**src/rtl/core_pkg.sv**
```systemverilog
// ----------------------------------------------------------------------------
// core_pkg
//  Shared definitions for the load/store unit.
//  - LSU_SIZE_*  : access size codes carried on the request size field
//  - lsu_state_e : one-hot LSU FSM state encoding
// ----------------------------------------------------------------------------
package core_pkg;

    localparam logic [1:0] LSU_SIZE_B   = 2'd0;
    localparam logic [1:0] LSU_SIZE_H   = 2'd1;
    localparam logic [1:0] LSU_SIZE_W   = 2'd2;
    localparam logic [1:0] LSU_SIZE_RSV = 2'd3;

    typedef enum logic [2:0] {
        ST_IDLE   = 3'b001,
        ST_ACCESS = 3'b010,
        ST_RESP   = 3'b100
    } lsu_state_e;

endpackage

```
**src/rtl/core_lsu_align.sv**
```systemverilog
// ----------------------------------------------------------------------------
// core_lsu_align
//  Combinational byte-lane logic for the LSU.
//  Store side (fed from the live request): byte enables, lane-replicated
//  store data, and a request-error flag (reserved size, plus misalignment
//  when LSU_MISALIGN_TRAP_EN is defined).
//  Load side (fed from the latched request): lane extract and sign/zero extend.
//  Ports:
//   i_st_size, i_st_addr_lo, i_st_wdata -> o_st_be, o_st_data, o_st_err
//   i_ld_size, i_ld_addr_lo, i_ld_unsigned, i_mem_in -> o_ld_data
//  Config macro: LSU_MISALIGN_TRAP_EN
// ----------------------------------------------------------------------------
module core_lsu_align
    import core_pkg::*;
(
    input  logic [1:0]  i_st_size,
    input  logic [1:0]  i_st_addr_lo,
    input  logic [31:0] i_st_wdata,
    output logic [3:0]  o_st_be,
    output logic [31:0] o_st_data,
    output logic        o_st_err,
    input  logic [1:0]  i_ld_size,
    input  logic [1:0]  i_ld_addr_lo,
    input  logic        i_ld_unsigned,
    input  logic [31:0] i_mem_in,
    output logic [31:0] o_ld_data
);

    logic [7:0]  w_byte;
    logic [15:0] w_half;

    // Low address bits that do not fit the size are simply ignored here, which
    // gives the aligned-down behaviour when misaligned accesses are not trapped.
    always_comb begin
        o_st_be   = 4'b0000;
        o_st_data = i_st_wdata;
        case (i_st_size)
            LSU_SIZE_B: begin
                o_st_be   = 4'b0001 << i_st_addr_lo;
                o_st_data = {4{i_st_wdata[7:0]}};
            end
            LSU_SIZE_H: begin
                o_st_be   = 4'b0011 << {i_st_addr_lo[1], 1'b0};
                o_st_data = {2{i_st_wdata[15:0]}};
            end
            LSU_SIZE_W: o_st_be = 4'b1111;
            default:    o_st_be = 4'b0000;
        endcase
    end

`ifdef LSU_MISALIGN_TRAP_EN
    logic w_misalign;
    assign w_misalign = ((i_st_size == LSU_SIZE_H) && i_st_addr_lo[0]) ||
                        ((i_st_size == LSU_SIZE_W) && (i_st_addr_lo != 2'b00));
    assign o_st_err   = (i_st_size == LSU_SIZE_RSV) || w_misalign;
`else
    assign o_st_err   = (i_st_size == LSU_SIZE_RSV);
`endif

    always_comb begin
        case (i_ld_addr_lo)
            2'd0:    w_byte = i_mem_in[7:0];
            2'd1:    w_byte = i_mem_in[15:8];
            2'd2:    w_byte = i_mem_in[23:16];
            default: w_byte = i_mem_in[31:24];
        endcase
    end

    assign w_half = i_ld_addr_lo[1] ? i_mem_in[31:16] : i_mem_in[15:0];

    always_comb begin
        case (i_ld_size)
            LSU_SIZE_B: o_ld_data = {{24{w_byte[7]  & ~i_ld_unsigned}}, w_byte};
            LSU_SIZE_H: o_ld_data = {{16{w_half[15] & ~i_ld_unsigned}}, w_half};
            default:    o_ld_data = i_mem_in;
        endcase
    end

endmodule

```
**src/rtl/core_lsu.sv**
```systemverilog
// ----------------------------------------------------------------------------
// core_lsu
//  Load/store unit between the core MEMORY stage and a word-aligned data
//  memory with byte enables and an acknowledge handshake.
//  FSM: IDLE -> ACCESS -> RESP -> IDLE (error requests skip ACCESS).
//  Parameter: ACK_TIMEOUT - ACCESS cycles without ACK before an error
//             response; 0 waits forever.
//  Ports:
//   i_clk, i_rst_n (async, active-low)
//   request : i_req_valid, o_req_ready, i_req_we, i_req_size, i_req_unsigned,
//             i_req_addr, i_req_wdata
//   response: o_rsp_valid (1-cycle pulse), o_rsp_rdata, o_rsp_err
//   memory  : o_mem_addr, o_mem_data, o_mem_be, o_mem_we, o_mem_re,
//             i_mem_in, i_mem_ack
//  Config macro: LSU_MISALIGN_TRAP_EN (trap misaligned half/word accesses)
// ----------------------------------------------------------------------------
module core_lsu
    import core_pkg::*;
#(
    parameter int ACK_TIMEOUT = 255
) (
    input  logic        i_clk,
    input  logic        i_rst_n,
    input  logic        i_req_valid,
    output logic        o_req_ready,
    input  logic        i_req_we,
    input  logic [1:0]  i_req_size,
    input  logic        i_req_unsigned,
    input  logic [31:0] i_req_addr,
    input  logic [31:0] i_req_wdata,
    output logic        o_rsp_valid,
    output logic [31:0] o_rsp_rdata,
    output logic        o_rsp_err,
    output logic [31:0] o_mem_addr,
    output logic [31:0] o_mem_data,
    output logic [3:0]  o_mem_be,
    output logic        o_mem_we,
    output logic        o_mem_re,
    input  logic [31:0] i_mem_in,
    input  logic        i_mem_ack
);

    localparam int             CW     = (ACK_TIMEOUT > 1) ? $clog2(ACK_TIMEOUT + 1) : 1;
    localparam logic [CW-1:0]  TO_VAL = CW'(ACK_TIMEOUT);

    lsu_state_e    r_state;
    logic          r_ready;
    logic          r_we;
    logic [1:0]    r_size;
    logic [1:0]    r_addr_lo;
    logic          r_unsigned;
    logic [31:0]   r_mem_addr;
    logic [31:0]   r_mem_data;
    logic [3:0]    r_mem_be;
    logic          r_mem_we;
    logic          r_mem_re;
    logic [CW-1:0] r_cnt;
    logic          r_rsp_valid;
    logic [31:0]   r_rsp_rdata;
    logic          r_rsp_err;

    logic [3:0]    w_st_be;
    logic [31:0]   w_st_data;
    logic          w_st_err;
    logic [31:0]   w_ld_data;
    logic [CW-1:0] w_cnt_nxt;

    core_lsu_align u_align (
        .i_st_size     (i_req_size),
        .i_st_addr_lo  (i_req_addr[1:0]),
        .i_st_wdata    (i_req_wdata),
        .o_st_be       (w_st_be),
        .o_st_data     (w_st_data),
        .o_st_err      (w_st_err),
        .i_ld_size     (r_size),
        .i_ld_addr_lo  (r_addr_lo),
        .i_ld_unsigned (r_unsigned),
        .i_mem_in      (i_mem_in),
        .o_ld_data     (w_ld_data)
    );

    assign w_cnt_nxt = r_cnt + CW'(1);

    always_ff @(posedge i_clk or negedge i_rst_n) begin
        if (!i_rst_n) begin
            r_state     <= ST_IDLE;
            r_ready     <= 1'b1;
            r_we        <= 1'b0;
            r_size      <= 2'd0;
            r_addr_lo   <= 2'd0;
            r_unsigned  <= 1'b0;
            r_mem_addr  <= '0;
            r_mem_data  <= '0;
            r_mem_be    <= '0;
            r_mem_we    <= 1'b0;
            r_mem_re    <= 1'b0;
            r_cnt       <= '0;
            r_rsp_valid <= 1'b0;
            r_rsp_rdata <= '0;
            r_rsp_err   <= 1'b0;
        end else begin
            case (r_state)
                ST_IDLE: begin
                    if (i_req_valid) begin
                        r_ready    <= 1'b0;
                        r_we       <= i_req_we;
                        r_size     <= i_req_size;
                        r_addr_lo  <= i_req_addr[1:0];
                        r_unsigned <= i_req_unsigned;
                        r_mem_addr <= {i_req_addr[31:2], 2'b00};
                        r_mem_data <= w_st_data;
                        r_cnt      <= '0;
                        if (w_st_err) begin
                            // Rejected before touching memory: strobes stay low.
                            r_state     <= ST_RESP;
                            r_rsp_valid <= 1'b1;
                            r_rsp_err   <= 1'b1;
                            r_rsp_rdata <= '0;
                        end else begin
                            r_state  <= ST_ACCESS;
                            r_mem_be <= w_st_be;
                            r_mem_we <= i_req_we;
                            r_mem_re <= ~i_req_we;
                        end
                    end
                end
                ST_ACCESS: begin
                    // ACK is checked first so it wins over a coincident timeout.
                    if (i_mem_ack) begin
                        r_state     <= ST_RESP;
                        r_mem_be    <= '0;
                        r_mem_we    <= 1'b0;
                        r_mem_re    <= 1'b0;
                        r_rsp_valid <= 1'b1;
                        r_rsp_err   <= 1'b0;
                        r_rsp_rdata <= r_we ? 32'd0 : w_ld_data;
                    end else begin
                        r_cnt <= w_cnt_nxt;
                        if ((ACK_TIMEOUT != 0) && (w_cnt_nxt == TO_VAL)) begin
                            r_state     <= ST_RESP;
                            r_mem_be    <= '0;
                            r_mem_we    <= 1'b0;
                            r_mem_re    <= 1'b0;
                            r_rsp_valid <= 1'b1;
                            r_rsp_err   <= 1'b1;
                            r_rsp_rdata <= '0;
                        end
                    end
                end
                ST_RESP: begin
                    r_state     <= ST_IDLE;
                    r_ready     <= 1'b1;
                    r_rsp_valid <= 1'b0;
                    r_rsp_err   <= 1'b0;
                    r_rsp_rdata <= '0;
                end
                default: begin
                    r_state     <= ST_IDLE;
                    r_ready     <= 1'b1;
                    r_mem_be    <= '0;
                    r_mem_we    <= 1'b0;
                    r_mem_re    <= 1'b0;
                    r_rsp_valid <= 1'b0;
                    r_rsp_err   <= 1'b0;
                    r_rsp_rdata <= '0;
                end
            endcase
        end
    end

    assign o_req_ready = r_ready;
    assign o_rsp_valid = r_rsp_valid;
    assign o_rsp_rdata = r_rsp_rdata;
    assign o_rsp_err   = r_rsp_err;
    assign o_mem_addr  = r_mem_addr;
    assign o_mem_data  = r_mem_data;
    assign o_mem_be    = r_mem_be;
    assign o_mem_we    = r_mem_we;
    assign o_mem_re    = r_mem_re;

endmodule

```
**config.mk**
```make
export PLATFORM = sky130hd
export DESIGN_NAME = core_lsu
export DESIGN_NICKNAME = d
export VERILOG_FILES = /design/src/rtl/core_pkg.sv /design/src/rtl/core_lsu_align.sv /design/src/rtl/core_lsu.sv
export SDC_FILE = /design/constraint.sdc
export NUM_CORES = 1
export LEC_CHECK = 0
export ABC_AREA = 1
export CORE_MARGIN = 4
export CORE_UTILIZATION = 35
export CTS_CLUSTER_SIZE = 8
export DETAILED_ROUTE_END_ITERATION = 6
export GPL_TIMING_DRIVEN = 0
export PLACE_DENSITY = 0.72
export REMOVE_ABC_BUFFERS = 1
export SYNTH_ARGS = -nofsm -noshare
export SYNTH_HDL_FRONTEND = slang
export SYNTH_SLANG_ARGS = --single-unit
```
**constraint.sdc**
```tcl
create_clock -name i_clk -period 2.85 [get_ports i_clk]
set_input_delay 0.4275 -clock i_clk [delete_from_list [all_inputs] [get_ports i_clk]]
set_output_delay 0.4275 -clock i_clk [all_outputs]
set_load 0.02 [all_outputs]
```
==> Word-level counts from Yosys, hierarchy flattened <==
Cells that the tools add are included.
{ "op_classes": {"n_reduce_logical": 10, "n_mul": 0, "n_eq_ne": 15, "add_sub_neg": 1, "shift": 2, "n_mux": 41, "n_lt_le_gt_ge": 0, "n_div": 0, "bitwise": 6} }
{ "op_table": {"columns": ["op", "n"], "rows": [
  ["32-bit case mux with 2 select lines", 3],
  ["32-bit two-way mux", 5],
  ["4-bit case mux with 3 select lines", 2],
  ["8-bit case mux with 3 select lines", 1],
  ["16-bit two-way mux", 1],
  ["4-bit two-way mux", 4],
  ["8-bit two-way mux", 2],
  ["8-bit case mux with 2 select lines", 1],
  ["1-bit two-way mux", 12],
  ["3-bit two-way mux", 4],
  ["8-bit by 1-bit adder with 8-bit output (second input constant)", 1],
  ["8-bit == test (second input constant)", 1],
  ["2-bit by 1-bit == test with 1-bit output (second input constant)", 3],
  ["2-bit == test (second input constant)", 3],
  ["2-bit logical NOT", 3],
  ["2-bit inequality test (second input constant)", 3],
  ["1-bit case mux with 2 select lines", 3],
  ["1-bit case mux with 3 select lines", 2],
  ["3-bit case mux with 2 select lines", 1],
  ["2-bit AND reduction", 3],
  ["3-bit AND reduction", 2],
  ["1-bit NOT", 4],
  ["4-bit AND reduction", 1],
  ["1-bit by 2-bit << shifter with 4-bit output (first input constant)", 1],
  ["8 further kinds", 9]
]} }
{ "word_totals": {"output_inout_bits": 105, "in_bits": 104, "ram_bits": 0, "regBits": 120, "latchBits": 0, "wordCells": 90, "rom_bits": 0, "memories": 0} }

==> Logic depth before layout (Yosys ltp) <==
Gate-level depths: netlist of the first run.
{ "logic_depth": {"word_depth": 7, "mapped_depth": 13, "ltp_nobuf": 12} }

==> Cells and area by module <==
From an unflattened synthesis of the first run, not the netlist that was laid out.
{ "unflattened": {"cells_unflattened": 810, "hier_area_um2": 6138.4} }
{ "modules_own_cells": {"columns": ["module", "n_inst", "area_each_um2", "seq_area_each_um2", "cells_per_inst"], "rows": [
  ["core_lsu", 1, 4838.4, 3005.4, 561],
  ["core_lsu_align", 1, 1300.0, 0.0, 249]
]} }

==> Least setup slack after synthesis of the first run <==
OpenSTA, ideal clock, no wires.
{ "synth_timing": {"kind": "reg2reg", "startpoint": "register r_cnt[0]", "endpoint": "register r_rsp_rdata[30] (netlist: o_rsp_rdata[30])", "path_buffers": 1, "stages_incl_launch_ff": 13, "t_required_ns": 2.729, "setup_time_ns": 0.121, "arrival_time_ns": 1.520, "slack_ns": 1.209, "synth_period_minus_slack_ns": 1.641, "cell_sequence": "dfrtp_1 -> ha_1 -> nand2_1 -> nand2_1 -> nor2_1 -> nand2_1 -> nor2_1 -> nand3_1 -> nand2_2 -> nand3_4 -> buf_6 -> nand2_1 -> nand2_1"} }
{ "synth_via": {"elab_chain_cells": 4} }
{ "synth_lines": {"columns": ["item", "line_no", "text"], "rows": [
  ["from (decl)", "core_lsu.sv:57", "logic [CW-1:0] r_cnt;"],
  ["from (signal assigned)", "core_lsu.sv:138", "r_cnt <= w_cnt_nxt;"],
  ["8-bit by 1-bit adder with 8-bit output", "core_lsu.sv:82", "assign w_cnt_nxt = r_cnt + CW'(1);"],
  ["8-bit == test", "core_lsu.sv:139", "if ((ACK_TIMEOUT != 0) && (w_cnt_nxt == TO_VAL)) begin"],
  ["3-bit inequality test (no source line)", null, null],
  ["3-bit AND reduction (no source line)", null, null],
  ["to (signal assigned)", "core_lsu.sv:136", "r_rsp_rdata <= r_we ? 32'd0 : w_ld_data;"],
  ["to (decl)", "core_lsu.sv:59", "logic [31:0] r_rsp_rdata;"]
]} }
Every way passes these cells.
A chain may end at the register's enable or synchronous reset.

==> Final worst setup path of the first run <==
{ "layout_timing": {"startpoint": "input port i_req_size[1]", "endpoint": "register r_mem_data[12] (netlist: o_mem_data[12])"} }
{ "layout_via": {"elab_chain_cells": 2, "word_cells_on_any_way": 3, "classes_between": "eq/ne (1); mux (1); reduce/logical (1)"} }
{ "layout_lines": {"columns": ["item", "line_no", "text"], "rows": [
  ["from (decl)", "core_lsu.sv:27", "input logic [1:0] i_req_size,"],
  ["2-bit by 1-bit == test with 1-bit output / 2-bit logical NOT (equally long branches)", "core_lsu_align.sv:37", "case (i_st_size)"],
  ["32-bit case mux with 2 select lines (*)", "core_lsu_align.sv:37", null],
  ["to (signal assigned)", "core_lsu.sv:111", "r_mem_data <= w_st_data;"],
  ["to (decl)", "core_lsu.sv:53", "logic [31:0] r_mem_data;"]
]} }
Mark *: on every way between the ends. The rest lies on a longest branch, timed or not.

==> flow_metrics.py, run 1 <==
metrics = {
    "logic_synthesis": {
        "yosys_warnings": 0,
        "netlist_instances": 733,
        "yosysUniqueCellTypes": 35,
        "ys_seq_elements": 120,
        "syn_area_sq_um": 5770,
        "syn_avg_cell_area_sq_um": 7.87,
        "seq_area_frac_synth_pct": 52.1,
    },
    "cts": {
        "cts_made_buffers": 17,
        "clock_latency_ns": 0.42,
        "cts_buffer_depth": 2,
        "path_clk_slew_ns": 0.06,
        "htreeDepth": 4,
        "cts_tree": "done",
        "clockRootBuffer": "clkbuf_16",
        "cts_sinks": 120,
    },
    "sta": {
        "setup_viol": 0,
        "max_freq_mhz": 369,
        "fin_skew_ns": 0.00772,
        "hold_ws_ns": 0.465,
        "grt_setup_unrepaired": "false",
        "finalHoldViolations": 0,
        "slew_headroom_pct": 38.9,
        "period_needed_ns": 2.71,
        "maxSlewViolCount": 0,
        "period_share_pct": 95.1,
        "worst_slack_ns": 0.139,
        "tightest_slew_ns": 0.914,
    },
    "route": {
        "viasPerCell": 4.87,
        "drtPass1Iterations": 5,
        "ant_nets": 0,
        "drt_iter0_drc": 265,
        "via_count": 5632,
        "routedWlPerCell_microns": 15.5,
        "wl_mm": 17.9,
        "drc_errors": 0,
    },
    "global_routing": {
        "grt_pass1_wl_mm": 28.6,
        "overflow": 0,
        "first_global_vias": 5684,
        "grt_usage_pct": 19.6,
        "grt_max_degree": 69,
        "antenna_found_initial": 0,
    },
    "finish": {
        "final_nets": 1033,
        "final_layout_size_suffix_gt1_share_pct": 5.64,
        "multiInputGateArea_sq_um": 2430,
        "design_area_sq_um": 8690,
        "fin_cells": 1156,
        "regArea_sq_um": 3010,
        "syn_to_final_growth_pct": 50.6,
        "n_fill_cell": 1527,
        "antenna_cells": 0,
    },
    "place": {
        "placed_cells": 1123,
        "hpwl_mm": 12.7,
        "io_buffers": 206,
        "dp_slack_ns": -0.325,
        "postPlaceCellArea_sq_um": 8020,
        "gp_congestion": 0.824,
    },
    "setup_path": {
        "r2r-start": "r_size[1]",
        "worstPathRequired_ns": 3.19,
        "cp-start-kind": "input port",
        "path_max_fanout": 22,
        "crit_arrival_ns": 3.05,
        "path_class": "in2reg",
        "end_kind": "flop",
        "startpoint": "i_req_size[1]",
    },
    "hold_path": {
        "hp-class": "reg2reg",
        "min_from": "o_rsp_valid",
    },
    "pwr": {
        "p_total_w": 0.00907,
        "ir_drop_mv": 0.624,
        "powerDensity_nw_per_um2": 1040,
        "p_leak_nw": 4.14,
    },
    "die": {
        "core_sq_um": 16000,
        "die_h_microns": 136,
        "dieArea_sq_um": 18600,
        "initial_utilization_pct": 36.1,
        "io_pins": 209,
        "fp.dieW_microns": 136,
        "rows": 46,
    },
    "flow_run": {
        "maxCapViolCount": 0,
    },
    "run_status": {
        "outcome": "complete, no violations",
    },
}
-- power breakdown --
group	switching, W	internal [W]
Sequential	0.000467	0.00231
Clock	0.000827	0.00158
Combinational	0.00228	0.00160
-- cell usage in the layout, fill, tap and decap left out, types with 2 or more instances in the layout --
cell,n
nand2_1,345
clkdlybuf4s50_1,205
dfrtp_1,117
o21ai_0,51
inv_1,40
o211ai_1,31
a21oi_1,27
nand3_1,21
nor2_1,19
clkbuf_16,17
nand4_1,10
bufinv_16,5
nand3_4,3
a31oi_1,3
o22ai_1,3
clkinvlp_4,3
clkinv_4,3
buf_16,3
nor3_1,2
a21oi_2,2
inv_2,2
clkinv_2,2
o31ai_1,2
a41oi_1,2
ha_1,2
conb_1,2
inv_6,2
dfstp_2,2
-- synth_stat cells --
master      n  share of area [%]
buf_1       1              0.065
nand3b_1    1               0.13
nor2_1     19                1.2
nor3_1      2               0.17
a41oi_1     2               0.30
o21bai_1    1               0.13
dfrtp_1   118                 51
clkinv_1    2               0.13
o31ai_1     2               0.26
o22ai_1     3               0.33
nand3_2     1               0.17
a21oi_1    27                2.3
inv_1      40                2.6
nand4_1    10                1.1
inv_2       2               0.13
buf_2       8               0.69
dfstp_2     2               0.91
buf_4       2               0.26
a21oi_2     2               0.30
o211ai_1   31                4.0
nand3_1    22                1.9
nand4_4     1               0.37
nand2_2     1               0.11
o21ai_0    51                4.4
nor3_2      1               0.17
ha_1        2               0.43
nand3_4     2               0.61
a31oi_1     3               0.33
buf_6       5               0.98
conb_1      1              0.065
nand2_1   345                 22
clkbuf_1   20                1.3
nor2_4      1               0.20
a22oi_1     1               0.13
nor2_2      1               0.11
-- metal layers --
metal	vias up	GRT usage [%]	wire, microns
li1	2763	-	-
met1	2633	24.0	7500
met2	221	31.0	8190
met3	15	9.36	2020
met4	0	5.60	214
met5	-	0	0
-- path summary, 6_finish.rpt --
check	end	slack, ns	cells past startpoint
setup / recovery	o_mem_data[12]	0.14	6
min in group asynchronous	o_mem_data[23]	0.53	2
setup reg to reg	o_rsp_rdata[11]	0.37	7
max in group asynchronous	r_state[0]	1.57	3
hold / removal	o_rsp_valid	0.47	2
hold reg to reg	o_rsp_valid	0.47	2
-- metrics by stage --
step	utilization, %	setup TNS (ns)
floorplan	-	-36.74
global placement	49.5	-585.86
detailed placement	50.1	-2.10
CTS	54.3	0
global route	54.3	0
finish	54.3	0
-- flip-flops by register name (all words and copies together) (netlist names), 2 cells and up --
name	cells
r_state	3
r_cnt	8
o_mem_addr	30
o_rsp_rdata	32
r_size	2
r_addr_lo	2
o_mem_data	32
o_mem_be	4
-- final cells by class --
class / count / area share, %
tap: 216 / 3.11
clock buffer: 18 / 5.05
timing repair buffer: 210 / 24.8
clock inverter: 14 / 2.55
inverter: 44 / 1.91
multi-input combinational: 534 / 28.0
sequential: 120 / 34.6
-- worst max-delay path, cell delays in order --
cell	delay, ns
clkdlybuf4s50_1	0.89
nor2_1	0.74
inv_1	0.27
o21ai_0	0.43
a21oi_1	0.08
o21ai_0	0.18
-- cell families after synthesis --
logic type	count (synthesis)	share of synthesized area [%]
flops	120	52.1
other cells	1	0.0650
fa+ha+maj	2	0.433
simple gates	407	28.7
buf+inv	80	6.16
compound gates	123	12.6
-- timing repair --
item | in CTS | in global routing
hold endpoints to repair | 52 | 0
hold buffers | 1 | 0
endpoints found under the setup margin | 0 | 1
resized for setup | 0 | 1
buffers inserted | 0 | 0
(Power assumes the default switching activity.)
==> inputs of run 2 (changes only) <==
--- a/config.mk
+++ b/config.mk
@@ -6,10 +6,12 @@
 export NUM_CORES = 1
 export LEC_CHECK = 0
 export ABC_AREA = 1
+export CORE_ASPECT_RATIO = 0.5
 export CORE_MARGIN = 4
 export CORE_UTILIZATION = 35
 export CTS_CLUSTER_SIZE = 8
 export DETAILED_ROUTE_END_ITERATION = 6
+export GPL_ROUTABILITY_DRIVEN = 0
 export GPL_TIMING_DRIVEN = 0
 export PLACE_DENSITY = 0.72
 export REMOVE_ABC_BUFFERS = 1
==> run 2 against run 1 <==
  * Setup slack better by 0.16 ns
  * Power fell by 1.8%
  * Non-clock buffer count shrank 1
  * Largest cell class unchanged
  * Register-to-register slack got worse by 0.07 ns
  * Die area up 0.67%
  * Cell area down 0.71%
  * Critical path depth grew 1
  * First-iteration DRC count is 25% higher
  * Sequential share of layout area rose by 0.25 points
  * Sequential power barely moved
==> flow_metrics.py, run 2 (synthesized netlist as in run 1, its figures left out) <==
metrics = {
    "cts": {
        "clock_latency_ns": 0.41,
        "cts_tree": "done",
        "htreeDepth": 4,
        "cts_setup_buffers": 0,
        "cts_made_buffers": 17,
        "cts_buffer_depth": 2,
        "cts_sinks": 120,
        "clockRootBuffer": "clkbuf_16",
        "path_clk_slew_ns": 0.06,
    },
    "sta": {
        "setup_viol": 0,
        "maxSlewViolCount": 0,
        "period_needed_ns": 2.55,
        "finalHoldViolations": 0,
        "grt_setup_unrepaired": "false",
        "tns_ns": 0,
        "period_share_pct": 89.4,
        "fin_skew_ns": 0.0128,
        "max_freq_mhz": 392,
        "tightest_slew_ns": 0.927,
        "slew_headroom_pct": 38.2,
    },
    "global_routing": {
        "antenna_found_initial": 0,
        "overflow": 0,
        "grt_max_degree": 84,
        "first_global_vias": 5665,
        "grt_pass1_wl_mm": 29.6,
        "grt_usage_pct": 19.5,
    },
    "finish": {
        "final_nets": 1033,
        "antenna_cells": 0,
        "syn_to_final_growth_pct": 49.6,
        "final_layout_size_suffix_gt1_share_pct": 5.64,
        "mostFrequentLayoutCells": "nand2_1, clkdlybuf4s50_1, dfrtp_1",
        "design_area_sq_um": 8630,
        "layout_commonest_cell": "nand2_1",
    },
    "die": {
        "dieArea_sq_um": 18700,
        "io_pins": 209,
        "fp.dieW_microns": 190,
        "rows": 32,
        "die_h_microns": 98.8,
        "core_sq_um": 15800,
        "initial_utilization_pct": 36.6,
    },
    "pwr": {
        "ir_drop_mv": 0.546,
        "p_leak_nw": 4.12,
        "powerDensity_nw_per_um2": 1030,
    },
    "setup_path": {
        "crit_arrival_ns": 2.84,
        "end_kind": "flop",
        "worstPathRequired_ns": 3.14,
        "cp-start-kind": "flop",
        "path_class": "reg2reg",
        "path_max_fanout": 19,
    },
    "flow_run": {
        "maxCapViolCount": 0,
    },
    "route": {
        "viasPerCell": 4.91,
        "via_count": 5698,
        "drc_errors": 0,
        "drt_iter0_drc": 332,
        "ant_nets": 0,
        "wl_mm": 18.7,
        "routedWlPerCell_microns": 16.1,
        "drtPass1Iterations": 6,
    },
    "place": {
        "hpwl_mm": 12.8,
        "io_buffers": 206,
        "postPlaceCellArea_sq_um": 8000,
    },
    "run_status": {
        "outcome": "complete, no violations",
    },
    "hold_path": {
        "hp-class": "reg2reg",
    },
}
run 2: layer usage:
layer  track usage (%)  part of all wire [%]  vias up
li1                  -                     -     2774
met1              24.1                    42     2736
met2              33.2                    50      166
met3              5.80                   7.0       22
met4              5.94                   1.5        0
met5                 0                     0        -
run 2: worst paths after layout:
kind	startpoint	to	slack (ns)	cells after the start
max in group asynchronous	i_rst_n	o_mem_data[28]	1.58	3
setup reg to reg	r_size[1]	o_rsp_rdata[7]	0.30	7
hold / removal	o_rsp_rdata[24]	o_rsp_rdata[24]	0.47	2
hold reg to reg	o_rsp_rdata[24]	o_rsp_rdata[24]	0.47	2
min in group asynchronous	i_rst_n	o_rsp_rdata[16]	0.55	2
setup / recovery	r_size[1]	o_rsp_rdata[7]	0.30	7
run 2: timing repair:
action,4_1_cts,5_1_grt
endpoints found under the hold margin,19,0
pin swaps,0,1
setup endpoints to repair,4,18
gates resized for setup,1,3
gates cloned,0,1
hold buffers,1,0
run 2: cell type report:
class / instances / area (sq um)
multi-input combinational: 535 / 2450
inverter: 44 / 170
clock inverter: 14 / 173
tap: 221 / 277
clock buffer: 18 / 429
timing repair buffer: 209 / 2130
fill: 1456 / 7140
sequential: 120 / 3010
run 2: worst max-delay path: stages, from the launching register on:
cell and delay [ns]:
dfrtp_1 0.76, inv_2 0.35, nand2_1 0.42, clkinv_1 0.41, a22oi_1 0.29, nand2_1 0.09
nand2_1 0.06, nand2_1 0.05
run 2: power by group:
group | internal (W) | switching, W | total, W
logic | 0.00158 | 0.00234 | 0.00392
clock network | 0.00138 | 0.000839 | 0.00222
registers | 0.00231 | 0.000456 | 0.00276
total | 0.00527 | 0.00364 | 0.00890
run 2: through the flow:
| step | util, % | hold WS [ns] | total power, W | instances | setup slack [ns] |
|---|---|---|---|---|---|
| after floorplan | - | 0.132 | 0.00480 | 698 | -0.881 |
| final | 54.7 | 0.467 | 0.00890 | 1161 | 0.301 |
| after global routing | 54.7 | 0.492 | 0.00946 | 1161 | 0.155 |
| after detailed placement | 50.7 | 0.422 | 0.00668 | 1127 | -0.343 |
| after CTS | 54.6 | 0.473 | 0.00894 | 1160 | 0.112 |
| after global placement | 50.2 | 0.457 | 0.00659 | 1125 | -3.50 |
==> inputs of run 3 (changes only) <==
--- a/config.mk
+++ b/config.mk
@@ -13,7 +13,7 @@
 export DETAILED_ROUTE_END_ITERATION = 6
 export GPL_ROUTABILITY_DRIVEN = 0
 export GPL_TIMING_DRIVEN = 0
-export PLACE_DENSITY = 0.72
+export PLACE_DENSITY = 0.68
 export REMOVE_ABC_BUFFERS = 1
 export SYNTH_ARGS = -nofsm -noshare
 export SYNTH_HDL_FRONTEND = slang
==> constraint.sdc (replaced) <==
create_clock -name i_clk -period 2.3 [get_ports i_clk]
set_input_delay 0.345 -clock i_clk [delete_from_list [all_inputs] [get_ports i_clk]]
set_output_delay 0.345 -clock i_clk [all_outputs]
set_load 0.02 [all_outputs]
==> run 3 against run 2 <==
  * Clock-buffer cell count fell by 1
  * Worst hold slack worse by 0.017 ns
  * Clock power rose by 26%
==> flow_metrics.py, run 3 (synthesized netlist as in run 1, its figures left out) <==
metrics = {
    "sta": {
        "fin_skew_ns": 0.00982,
        "setup_viol": 0,
        "tns_ns": 0,
        "finalHoldViolations": 0,
        "grt_setup_unrepaired": "true",
        "period_share_pct": 92.5,
        "slew_headroom_pct": 61.9,
        "maxSlewViolCount": 0,
        "period_needed_ns": 2.13,
        "worst_slack_ns": 0.172,
        "hold_ws_ns": 0.450,
        "tightest_slew_ns": 0.571,
        "max_freq_mhz": 470,
    },
    "global_routing": {
        "grt_usage_pct": 20.2,
        "antenna_found_initial": 1,
        "first_global_vias": 5856,
        "grt_max_degree": 74,
        "grt_pass1_wl_mm": 30.4,
        "overflow": 0,
    },
    "route": {
        "wl_mm": 18.7,
        "routedWlPerCell_microns": 16.0,
        "ant_nets": 0,
        "drtPass1Iterations": 5,
        "viasPerCell": 4.90,
        "via_count": 5713,
        "drc_errors": 0,
        "drt_iter0_drc": 335,
    },
    "pwr": {
        "p_sw_share_pct": 41.0,
        "intPower_w": 0.00659,
        "powerDensity_nw_per_um2": 1280,
        "ir_drop_mv": 0.819,
        "comb_power_share_pct": 44.2,
        "pwr-share-seq_pct": 30.8,
        "p_switching_w": 0.00458,
        "power_frac_clock_pct": 25.0,
        "p_leak_nw": 4.14,
    },
    "die": {
        "core_sq_um": 15800,
        "fp.dieW_microns": 190,
        "io_pins": 209,
        "initial_utilization_pct": 36.6,
        "rows": 32,
        "die_h_microns": 98.8,
        "dieArea_sq_um": 18700,
    },
    "place": {
        "postPlaceCellArea_sq_um": 8000,
        "dp_slack_ns": -0.796,
        "hpwl_mm": 12.5,
        "placed_cells": 1127,
        "io_buffers": 206,
    },
    "setup_path": {
        "r2r-start": "r_addr_lo[0]",
        "path_class": "reg2reg",
        "end_kind": "flop",
        "path_common_cell": "nand2_1",
        "cp_slowest_cell": "dfrtp_1",
        "reg2reg_to": "o_rsp_rdata[25]",
        "critical-path-max-stage-delay_ns": 0.65,
        "r2r_cells": 6,
        "worstPathRequired_ns": 2.64,
        "path_max_fanout": 16,
        "r2r_setup_slack_ns": 0.17,
        "crit_chain": "nand2_1 -> nand4_1 -> nand4_4 -> nand3_4 -> o211ai_1 -> nand2_1",
        "cp-start-kind": "flop",
        "crit_arrival_ns": 2.47,
    },
    "cts": {
        "clockRootBuffer": "clkbuf_16",
        "htreeDepth": 4,
        "cts_buffer_depth": 2,
        "path_clk_slew_ns": 0.06,
        "cts_made_buffers": 17,
        "clock_latency_ns": 0.41,
        "cts_sinks": 120,
        "cts_tree": "done",
    },
    "hold_path": {
        "hp-class": "in2async",
    },
    "finish": {
        "antenna_cells": 0,
        "syn_to_final_growth_pct": 51.1,
        "mostFrequentLayoutCells": "nand2_1, clkdlybuf4s50_1, dfrtp_1",
        "fin_cells": 1165,
        "final_layout_size_suffix_gt1_share_pct": 6.78,
        "final_nets": 1037,
        "design_area_sq_um": 8720,
        "layout_commonest_cell": "nand2_1",
    },
    "run_status": {
        "outcome": "complete, no violations",
    },
    "flow_run": {
        "maxCapViolCount": 0,
    },
}
-- run 3: changes by cell type in the layout (fill, tap and decap cells not counted), sizes merged --
cell	previous run	this run
inv	46	45
buf	3	6
clkinvlp	2	3
nand3	26	27
clkinv	7	8
dlymetal6s2s	1	0
-- run 3: cell type report --
cell class / instances / area (sq um)
Fill cell: 1486 / 7050
Sequential cell: 120 / 3010
Multi-Input combinational cell: 536 / 2490
Timing Repair Buffer: 212 / 2150
Clock buffer: 17 / 425
Tap cell: 221 / 277
Clock inverter: 15 / 190
Inverter: 44 / 188
-- run 3: timing repair --
action	4_1_cts	5_1_grt
pin swaps	1	1
hold endpoints to repair	45	0
setup buffers	0	3
cloned	1	1
setup endpoints to repair	91	50
hold buffers	1	0
gates resized for setup	8	11
-- run 3: critical path: cells and delay by family, from the launching register on --
family,cells,cell delay [ns]
AO/OA/AOI/OAI,1,0.18
AND/OR/NAND/NOR,5,1.23
flip-flops,1,0.65
-- run 3: worst max-delay path by stage --
stage	from	endpoint	slack, ns	depth (start not counted)
finish	r_addr_lo[0]	o_rsp_rdata[25]	0.17	6
global route	r_cnt[0]	o_rsp_rdata[17]	-0.006	12
CTS	r_cnt[0]	o_rsp_rdata[17]	0.06	11
detailed placement	i_req_valid	o_mem_data[16]	-0.80	7
global placement	i_rst_n	o_mem_addr[14]	-4.05	1
floorplan	r_state[0]	o_mem_data[16]	-1.43	8
-- run 3: power by group through the flow --
stage	registers (W)	clock network, W	logic, W
finish	0.00344	0.00279	0.00495
global route	0.00357	0.00295	0.00543
CTS	0.00343	0.00286	0.00489
detailed placement	0.00344	0	0.00483
global placement	0.00342	0	0.00476
floorplan	0.00416	0	0.00179
-- run 3: stage by stage --
| stage | utilization (%) | total power [W] |
|---|---|---|
| floorplan | - | 0.00595 |
| global placement | 50.2 | 0.00818 |
| detailed placement | 50.7 | 0.00826 |
| CTS | 54.9 | 0.0112 |
| global route | 55.3 | 0.0119 |
| finish | 55.3 | 0.0112 |
-- run 3: routing by layer --
metal	GRT usage [%]	wire, microns
met1	25.5	7930
met2	32.7	8730
met3	5.56	1420
met4	8.78	597
met5	0	13
